===== src/rtl/data_ram_master_pkg.sv =====
// Shared types and constants for the MEM-stage data RAM initiator.
package data_ram_master_pkg;

  localparam int unsigned LATENCY_DEF = 200;
  localparam int unsigned CNT_W_DEF   = 32;
  localparam int unsigned ADDR_W      = 32;
  localparam int unsigned DATA_W      = 32;
  localparam int unsigned SEL_W       = 4;

  localparam logic ChipEnable   = 1'b1;
  localparam logic ChipDisable  = 1'b0;
  localparam logic WriteEnable  = 1'b1;
  localparam logic WriteDisable = 1'b0;
  localparam logic [DATA_W-1:0] ZeroWord = '0;

  typedef enum logic [1:0] {
    IDLE = 2'd0,
    RD   = 2'd1,
    WR   = 2'd2,
    RESP = 2'd3
  } state_e;

  // Request fields captured from the MEM stage when an access is accepted.
  typedef struct packed {
    logic              we;
    logic [ADDR_W-1:0] addr;
    logic [SEL_W-1:0]  sel;
    logic [DATA_W-1:0] wdata;
  } mem_req_t;

endpackage


===== src/rtl/data_ram_master_if.sv =====
// Data RAM bus: initiator drives request fields, RAM returns registered hit/data.
interface data_ram_master_if
  import data_ram_master_pkg::*;
#(
  parameter int unsigned CNT_W = CNT_W_DEF
) ();

  logic              ram_ce_o;
  logic              ram_we_o;
  logic [ADDR_W-1:0] ram_addr_o;
  logic [SEL_W-1:0]  ram_sel_o;
  logic [DATA_W-1:0] ram_data_o;
  logic [CNT_W-1:0]  ram_cnt_o;
  logic              ram_hit_i;
  logic [DATA_W-1:0] ram_data_i;

  modport master (
    output ram_ce_o, ram_we_o, ram_addr_o, ram_sel_o, ram_data_o, ram_cnt_o,
    input  ram_hit_i, ram_data_i
  );

  modport slave (
    input  ram_ce_o, ram_we_o, ram_addr_o, ram_sel_o, ram_data_o, ram_cnt_o,
    output ram_hit_i, ram_data_i
  );

endinterface


===== src/rtl/data_ram_master_lat_counter.sv =====
// Saturating access-latency counter with clear; also keeps last cycle's value.
module data_ram_master_lat_counter #(
  parameter int unsigned LATENCY = 200,
  parameter int unsigned CNT_W   = 32
) (
  input  logic             clk,
  input  logic             rst,
  input  logic             clr,
  input  logic             en,
  output logic [CNT_W-1:0] count_o,
  output logic [CNT_W-1:0] prev_cnt_o
);

  localparam logic [CNT_W-1:0] CntMax = CNT_W'(LATENCY);

  // Count up while enabled, stopping at LATENCY; prev tracks the value just driven.
  always_ff @(posedge clk) begin
    if (rst || clr) begin
      count_o    <= '0;
      prev_cnt_o <= '0;
    end else if (en) begin
      prev_cnt_o <= count_o;
      if (count_o < CntMax) begin
        count_o <= count_o + CNT_W'(1);
      end
    end
  end

endmodule


===== src/rtl/data_ram_master.sv =====
// MEM-stage data RAM initiator: one load/store at a time, stalls until ack.
module data_ram_master
  import data_ram_master_pkg::*;
#(
  parameter int unsigned LATENCY = LATENCY_DEF,
  parameter int unsigned CNT_W   = CNT_W_DEF
) (
  input  logic              clk,
  input  logic              rst,
  input  logic              req_i,
  input  logic              we_i,
  input  logic [ADDR_W-1:0] addr_i,
  input  logic [SEL_W-1:0]  sel_i,
  input  logic [DATA_W-1:0] wdata_i,
  output logic              stallreq_o,
  output logic              ack_o,
  output logic [DATA_W-1:0] rdata_o,
  data_ram_master_if.master ram
);

  localparam logic [CNT_W-1:0] CntLat = CNT_W'(LATENCY);

  state_e            state_q, state_d;
  mem_req_t          req_q;
  logic              first_q, first_d;
  logic              fill_q, fill_d;
  logic [DATA_W-1:0] rdata_q;
  logic              latch, capture, cnt_clr, cnt_en;
  logic [CNT_W-1:0]  count, prev_cnt;
  logic              busy;

  data_ram_master_lat_counter #(
    .LATENCY (LATENCY),
    .CNT_W   (CNT_W)
  ) u_lat_counter (
    .clk        (clk),
    .rst        (rst),
    .clr        (cnt_clr),
    .en         (cnt_en),
    .count_o    (count),
    .prev_cnt_o (prev_cnt)
  );

  // State, response-tracking flags, latched request and load result.
  always_ff @(posedge clk) begin
    if (rst) begin
      state_q <= IDLE;
      first_q <= 1'b1;
      fill_q  <= 1'b0;
      req_q   <= '0;
      rdata_q <= ZeroWord;
    end else begin
      state_q <= state_d;
      first_q <= first_d;
      fill_q  <= fill_d;
      if (latch) begin
        req_q <= '{we: we_i, addr: addr_i, sel: sel_i, wdata: wdata_i};
      end
      if (capture) begin
        rdata_q <= ram.ram_data_i;
      end
    end
  end

  // Next state: the first RD sample is stale, and the refill-cycle hit carries stale data.
  always_comb begin
    state_d = state_q;
    first_d = first_q;
    fill_d  = fill_q;
    latch   = 1'b0;
    capture = 1'b0;
    cnt_clr = 1'b0;
    cnt_en  = 1'b0;
    case (state_q)
      IDLE: begin
        if (req_i) begin
          latch   = 1'b1;
          cnt_clr = 1'b1;
          first_d = 1'b1;
          fill_d  = 1'b0;
          state_d = we_i ? WR : RD;
        end
      end
      RD: begin
        cnt_en = 1'b1;
        if (first_q) begin
          first_d = 1'b0;
        end else if (ram.ram_hit_i && (prev_cnt == CntLat) && !fill_q) begin
          fill_d = 1'b1;
        end else if (ram.ram_hit_i) begin
          capture = 1'b1;
          state_d = RESP;
        end
      end
      WR: begin
        cnt_en = 1'b1;
        if (count == CntLat) begin
          state_d = RESP;
        end
      end
      RESP: begin
        state_d = IDLE;
      end
      default: begin
        state_d = IDLE;
      end
    endcase
  end

  // Output decode from the current state; stall in IDLE follows req_i directly.
  always_comb begin
    busy           = (state_q == RD) || (state_q == WR);
    stallreq_o     = (state_q == IDLE) ? req_i : busy;
    ack_o          = (state_q == RESP);
    rdata_o        = rdata_q;
    ram.ram_ce_o   = busy ? ChipEnable : ChipDisable;
    ram.ram_we_o   = (state_q == WR) ? WriteEnable : WriteDisable;
    ram.ram_addr_o = req_q.addr;
    ram.ram_sel_o  = req_q.sel;
    ram.ram_data_o = req_q.wdata;
    ram.ram_cnt_o  = busy ? count : '0;
  end

endmodule


===== src/flat_wrapper.sv =====
// flat-port wrapper written by rule: the top's interface ports become plain ports
module data_ram_master_flat import data_ram_master_pkg::*;
#(
  parameter int unsigned LATENCY = LATENCY_DEF,
  parameter int unsigned CNT_W   = CNT_W_DEF
)
  (clk, rst, req_i, we_i, addr_i, sel_i, wdata_i, stallreq_o, ack_o, rdata_o, ram_ram_ce_o, ram_ram_we_o, ram_ram_addr_o, ram_ram_sel_o, ram_ram_data_o, ram_ram_cnt_o, ram_ram_hit_i, ram_ram_data_i);
  data_ram_master_if #(.CNT_W(CNT_W)) ram_i ();
  input  logic clk;
  input  logic rst;
  input  logic req_i;
  input  logic we_i;
  input  logic [ADDR_W-1:0] addr_i;
  input  logic [SEL_W-1:0] sel_i;
  input  logic [DATA_W-1:0] wdata_i;
  output logic stallreq_o;
  output logic ack_o;
  output logic [DATA_W-1:0] rdata_o;
  output wire logic [$bits(ram_i.ram_ce_o)-1:0] ram_ram_ce_o;
  output wire logic [$bits(ram_i.ram_we_o)-1:0] ram_ram_we_o;
  output wire logic [$bits(ram_i.ram_addr_o)-1:0] ram_ram_addr_o;
  output wire logic [$bits(ram_i.ram_sel_o)-1:0] ram_ram_sel_o;
  output wire logic [$bits(ram_i.ram_data_o)-1:0] ram_ram_data_o;
  output wire logic [$bits(ram_i.ram_cnt_o)-1:0] ram_ram_cnt_o;
  input wire logic [$bits(ram_i.ram_hit_i)-1:0] ram_ram_hit_i;
  input wire logic [$bits(ram_i.ram_data_i)-1:0] ram_ram_data_i;
  assign ram_ram_ce_o = ram_i.ram_ce_o;
  assign ram_ram_we_o = ram_i.ram_we_o;
  assign ram_ram_addr_o = ram_i.ram_addr_o;
  assign ram_ram_sel_o = ram_i.ram_sel_o;
  assign ram_ram_data_o = ram_i.ram_data_o;
  assign ram_ram_cnt_o = ram_i.ram_cnt_o;
  assign ram_i.ram_hit_i = ram_ram_hit_i;
  assign ram_i.ram_data_i = ram_ram_data_i;
  data_ram_master #(.LATENCY(LATENCY), .CNT_W(CNT_W)) u_core (.clk(clk), .rst(rst), .req_i(req_i), .we_i(we_i), .addr_i(addr_i), .sel_i(sel_i), .wdata_i(wdata_i), .stallreq_o(stallreq_o), .ack_o(ack_o), .rdata_o(rdata_o), .ram(ram_i));
endmodule

===== config.mk =====
export PLATFORM = sky130hd
export DESIGN_NAME = data_ram_master_flat
export DESIGN_NICKNAME = d
export VERILOG_FILES = /design/src/rtl/data_ram_master_pkg.sv /design/src/rtl/data_ram_master_if.sv /design/src/rtl/data_ram_master_lat_counter.sv /design/src/rtl/data_ram_master.sv /design/src/flat_wrapper.sv
export SDC_FILE = /design/constraint.sdc
export NUM_CORES = 1
export LEC_CHECK = 0
export ABC_AREA = 1
export CORE_MARGIN = 5
export CORE_UTILIZATION = 40
export DETAILED_ROUTE_END_ITERATION = 12
export GPL_ROUTABILITY_DRIVEN = 0
export PLACE_DENSITY = 0.72
export SETUP_SLACK_MARGIN = 0.05
export SLEW_MARGIN = 25
export SYNTH_ARGS = -nofsm -noshare
export SYNTH_HDL_FRONTEND = slang
export SYNTH_SLANG_ARGS = --single-unit

===== constraint.sdc =====
create_clock -name clk -period 2.9 [get_ports clk]
set_input_delay 0.58 -clock clk [delete_from_list [all_inputs] [get_ports clk]]
set_output_delay 0.58 -clock clk [all_outputs]
set_load 0.02 [all_outputs]

After elaboration in Yosys (flattened, before gate mapping)

Cells that the tools add are included.

Bits in registers: 168
Bits in latches: 0
Bits in writable memories: 0
ROM bits: 0
Output and inout bits: 136
Logic and storage cells: 58
Memories: 0

Add/sub/neg operators: 1
Multipliers: 0
Div/mod/pow operators: 0
Magnitude comparators: 1
Eq/ne operators: 11
Shifts and indexed selects: 0
Mux-type cells: 24
Bitwise operators: 0
Reduce and logical (&&, ||, !) cells: 12

Operators with widths:

| kind                    | count |
|---|---|
| $eq A32 B8 Y1 const B   | 2 |
| $add A32 B1 Y32 const B | 1 |
| $lt A32 B8 Y1 const B   | 1 |
| $mux W32                | 1 |
| $mux W1                 | 14 |
| $mux W2                 | 6 |
| $ne A2 B2 Y1 const B    | 4 |
| $pmux W2 S4             | 1 |
| $reduce_and A5 Y1       | 1 |
| $eq A2 B2 Y1 const B    | 2 |
| $ne A2 B1 Y1 const B    | 2 |
| $pmux W1 S2             | 2 |
| $reduce_and A2 Y1       | 2 |
| $reduce_and A4 Y1       | 1 |
| $eq A2 B1 Y1 const B    | 1 |
| $logic_and A1 B1 Y1     | 2 |
| $logic_not A2 Y1        | 1 |
| $logic_or A1 B1 Y1      | 2 |
| $reduce_bool A2 Y1      | 1 |
| $reduce_or A2 Y1        | 1 |
| $logic_not A1 Y1        | 1 |

Depth between registers and ports, before layout

Word-level depth: 6
Gate-level depth with buffers: 11
Mapped depth without buffers: 11

Modules after synthesis

Synthesis repeated with hierarchy kept, for this count alone.

Cells, all modules: 1017
Area total of the unflattened synthesis: 7108.1 um^2

Modules (own cells, without submodules):

| module                      | instances | cells each | area each (um^2) | seq. area each (um^2) |
|---|---|---|---|---|
| data_ram_master             | 1         | 722        | 4767.1           | 2082.0 |
| data_ram_master_lat_counter | 1         | 295        | 2341.0           | 1281.2 |

Worst setup path before layout

No wires, ideal clock.

Kind: register to output
Start: reg u_core.state_q[0]
End: out ram_ram_cnt_o[25]
Arrival: 1564 ps
Required time: 2320 ps
Slack: 756 ps
Cell stages (with the launch flop): 7
Buffers on the path: 2
Cell sequence: dfxtp_1 -> inv_1 -> ha_1 -> buf_2 -> buf_1 -> nand2_1 -> inv_1

Word-level cells in the longest chain between the ends: 3

Ends and longest elaborated chain:

| what                                                | RTL line               | source |
|---|---|---|
| start: declaration                                  | data_ram_master.sv:23  | `state_e state_q, state_d;` |
| start signal: assignment                            | data_ram_master.sv:53  | `state_q <= state_d;` |
| $eq A2 B1 Y1 / $eq A2 B2 Y1 (equally long branches) | data_ram_master.sv:112 | `busy = (state_q == RD) \|\| (state_q == WR);` |
| $logic_or A1 B1 Y1 *                                | data_ram_master.sv:112 |  |
| $mux W32 *                                          | data_ram_master.sv:121 | `ram.ram_cnt_o = busy ? count : '0;` |
| end: declaration                                    | flat_wrapper.sv:24     | `output wire logic [$bits(ram_i.ram_cnt_o)-1:0] ram_ram_cnt_o;` |

Mark *: on every way between the ends. The rest lies on a longest branch, timed or not.

Worst setup path after layout

Start: reg u_core.state_q[0]
End: out stallreq_o

Word-level cells in the longest chain between the ends: 3

Ends and longest elaborated chain:

| what                                                | RTL line               | source |
|---|---|---|
| $eq A2 B1 Y1 / $eq A2 B2 Y1 (equally long branches) | data_ram_master.sv:112 |  |
| $logic_or A1 B1 Y1                                  | data_ram_master.sv:112 |  |
| $mux W1 *                                           | data_ram_master.sv:113 | `stallreq_o = (state_q == IDLE) ? req_i : busy;` |
| end: declaration                                    | flat_wrapper.sv:16     | `output logic stallreq_o;` |

Marks and branches as above.

==> metrics.md <==
| Metric | Value |
|---|---|
| Die X | 139.0 µm |
| Final setup fails | 0 |
| Avg Vias per Cell | 4.715 |
| Synth Instances | 863 |
| Largest cells by area after synthesis | dfxtp_1, nor2_1, o21ai_0 |
| Total GRT Usage | 0.1978 |
| Fin crit period | 2.690 ns |
| Synth Warn # | 0 |
| Routed wire length | 19570 µm |
| Initial core utilization | 0.4042 |
| Antenna violations before repair | 0 |
| Post-route setup TNS | 0 ns |
| Leading area contributor after synthesis | dfxtp_1 |
| Utilization after layout | 0.6000 |
| #FFs+latches synth | 168 |
| Largest family of logic cells by synthesized area | simple AND/OR/NAND/NOR gates |
| Synthesized area | 6655 µm² |
| Top layer reached by signal wires | met4 |
| Syn Nets | 974 |
| Share of cells above drive strength 1 | 0.1033 |
| Antenna diodes | 0 |
| Slew Limit Headroom | 0.4993 |
| Met2 Wirelength | 9172 µm |
| Vias | 6195 |
| I/O Buffers | 240 |
| Non-Filler Cell Area, Final | 9879 µm² |
| Skew-Pair Late Insertion Delay | 0.43 ns |
| Post-synthesis mux area share | 0 |
| Synth-to-layout area growth | 48.45% |
| Clock sinks | 168 |
| # IOs | 241 |
| VDD IR max | 0.5801 mV |
| Syn Area/Cell | 7.712 µm² |
| Die Area | 19320 µm² |
| Drt pass-1 iters | 4 |
| Crit Path Class | reg -> out |
| WL met3 | 1128 µm |
| Worst Tran Pin Value | 0.7511 ns |
| Post-route antenna net violation count | 0 |
| Setup crit start kind | flip-flop |
| Leakage | 4.409 nW |
| Max cap viols | 0 |
| Critical Path AT | 2.11 ns |
| Slew Limit Fails | 0 |
| Drc violations | 0 |
| CP Capture Type | output port |
| First-pass GRT wire length | 31280 µm |
| DP Area | 9183 µm² |
| Adder-Cell Fraction of Synth Area | 0.01128 |
| Crit Path Max Fanout | 40 |
| Post-route clock skew | 0.01608 ns |
| NumNets Final | 1192 |
| Drt wl/cell | 14.89 µm |
| CTS tree | yes |
| Worst hold path class | in -> reg |
| Synth top area share | 0.5054 |
| Compound-gate portion of the synthesized area | 0.1278 |
| DP HPWL | 13730 µm |
| Met1 WL | 8790 µm |
| Max Fclk | 371.8 MHz |
| Largest net degree at the start of global routing | 72 |
| Simple-gate share of the synthesized area | 0.2613 |
| Reg2reg setup slack | 0.66 ns |
| RSZ-0062 raised after global routing | false |
| Critical Path RT | 2.32 ns |
| Congestion Overflow GR | 0 |
| Post-synthesis sequential area ratio | 0.5054 |
| Outcome | completed |
| Post-CTS Setup Bufs | 0 |
| Power density cells | 756.5 nW/µm² |
| Vias in the first global route | 5830 |
| Die Span Y | 139.0 µm |
| Period utilization | 0.9275 |
| CTS Buf Count | 17 |
| Rows | 47 |
| DR iter-0 viols | 390 |
| Core Region | 16470 µm² |
| Clock-pin slew on the worst setup and hold paths | 0.06 ns |
| Endpoints failing hold | 0 |
| CTS root buf | clkbuf_16 |
| Cell variety after synth | 28 |
| XOR/XNOR share of the synthesized area | 0.006580 |
| CTS H-tree lvls | 4 |
| Clk buf depth | 2 |
[timing repair]
action                                  4_1_cts  5_1_grt
hold buffers                                  0        0
resized for setup                             2       32
endpoints found under the setup margin        2       32
gates cloned                                  0        0
[placed cells by master, fill, tap and decap left out, drive strengths merged, types with 2 or more instances in the layout]
| master | netlist | layout |
|---|---|---|
| nor2 | 239 | 239 |
| clkdlybuf4s50 | 0 | 206 |
| dfxtp | 168 | 168 |
| nand2 | 105 | 105 |
| inv | 83 | 90 |
| a21oi | 74 | 74 |
| o21ai | 72 | 72 |
| nand4 | 36 | 36 |
| dlymetal6s2s | 0 | 31 |
| clkbuf | 26 | 18 |
| nand3 | 14 | 14 |
| buf | 26 | 12 |
| ha | 6 | 6 |
| xor2 | 4 | 4 |
| nor3 | 4 | 4 |
| bufinv | 0 | 3 |
| clkinvlp | 0 | 3 |
| clkinv | 1 | 2 |
[final cells by class]
cell class                      instances  area (µm²)
Timing Repair Buffer                  251        2594
Sequential cell                       168        3363
Clock inverter                         14       181.4
Fill cell                            1548        6586
Multi-Input combinational cell        559        2711
Clock buffer                           18       439.2
Tap cell                              220       275.3
Inverter                               84       315.3
[kinds of logic (layout without fill, tap and decap cells)]
kind of cell,Yosys count,in the layout
xor gates and xnor gates,5,5
and+or+nand+nor,401,401
buffers and inverters,136,367
AOI/OAI and AO/OA,147,147
adders and majority gates,6,6
DFF,168,168
[sequential cells by signal, indices dropped and copies added, names as in the netlist]
signal,count
u_core.first_q,1
u_core.rdata_o,32
u_core.u_lat_counter.prev_cnt_o,32
u_core.fill_q,1
u_core.ram.ram_addr_o,32
u_core.state_q,2
u_core.ram.ram_sel_o,4
u_core.ram.ram_data_o,32
u_core.u_lat_counter.count_o,32
[layer usage]
metal | GRT usage | up-vias
met4 | 0.06952 | 0
met2 | 0.3188 | 174
met3 | 0.04931 | 26
li1 | - | 3163
met5 | 0 | -
met1 | 0.2591 | 2832
[path summary, 6_finish.rpt]
| check | end | startpoint | cells after the start |
|---|---|---|---|
| max | stallreq_o | u_core.state_q[0] | 8 |
| max reg2reg | u_core.rdata_o[0] | u_core.state_q[1] | 7 |
| min reg2reg | u_core.u_lat_counter.count_o[9] | u_core.u_lat_counter.count_o[9] | 2 |
| min | u_core.fill_q | rst | 2 |
[critical path: stages (launching register included)]
cell,delay [ns]
dfxtp_1,0.39
inv_1,0.08
ha_1,0.32
buf_12,0.20
inv_1,0.08
nor2_1,0.14
inv_1,0.08
nand2_1,0.07
clkdlybuf4s15_1,0.34
[power breakdown]
part	internal, mW	leakage, nW	total [mW]	switching [mW]
sequential	2.61	1.37	2.77	0.162
combinational	0.956	2.74	2.32	1.36
clock	1.40	0.297	2.38	0.984
[Yosys cell counts]
library cell,instances
nor2_1,236
dfxtp_1,168
inv_1,82
nand2_1,75
o21ai_0,72
a21oi_1,44
nand4_1,36
a21oi_2,30
nand2_2,30
clkbuf_1,26
buf_2,16
nand3_1,12
buf_1,6
ha_1,6
xor2_1,4
buf_12,3
nor2_2,3
nor3_1,3
nand3_4,2
and2_1,1
and3_1,1
buf_4,1
clkinv_1,1
inv_2,1
nand3b_1,1
nor3_2,1
o211ai_1,1
xnor2_1,1
[per-stage QoR]
stage / setup slack, ns / total power, mW / hold slack (ns) / cells
after CTS: 0.06513 / 7.548 / 0.3528 / 1314
after global placement: 0.4133 / 5.124 / 0.4301 / 1282
final: 0.2104 / 7.474 / 0.3761 / 1314
after floorplan: 0.7557 / 4.097 / 0.4215 / 863
after global routing: 0.07191 / 7.861 / 0.3804 / 1314
after detailed placement: 0.3582 / 5.157 / 0.4329 / 1282
Note: power is estimated with default switching activity, not from simulation.
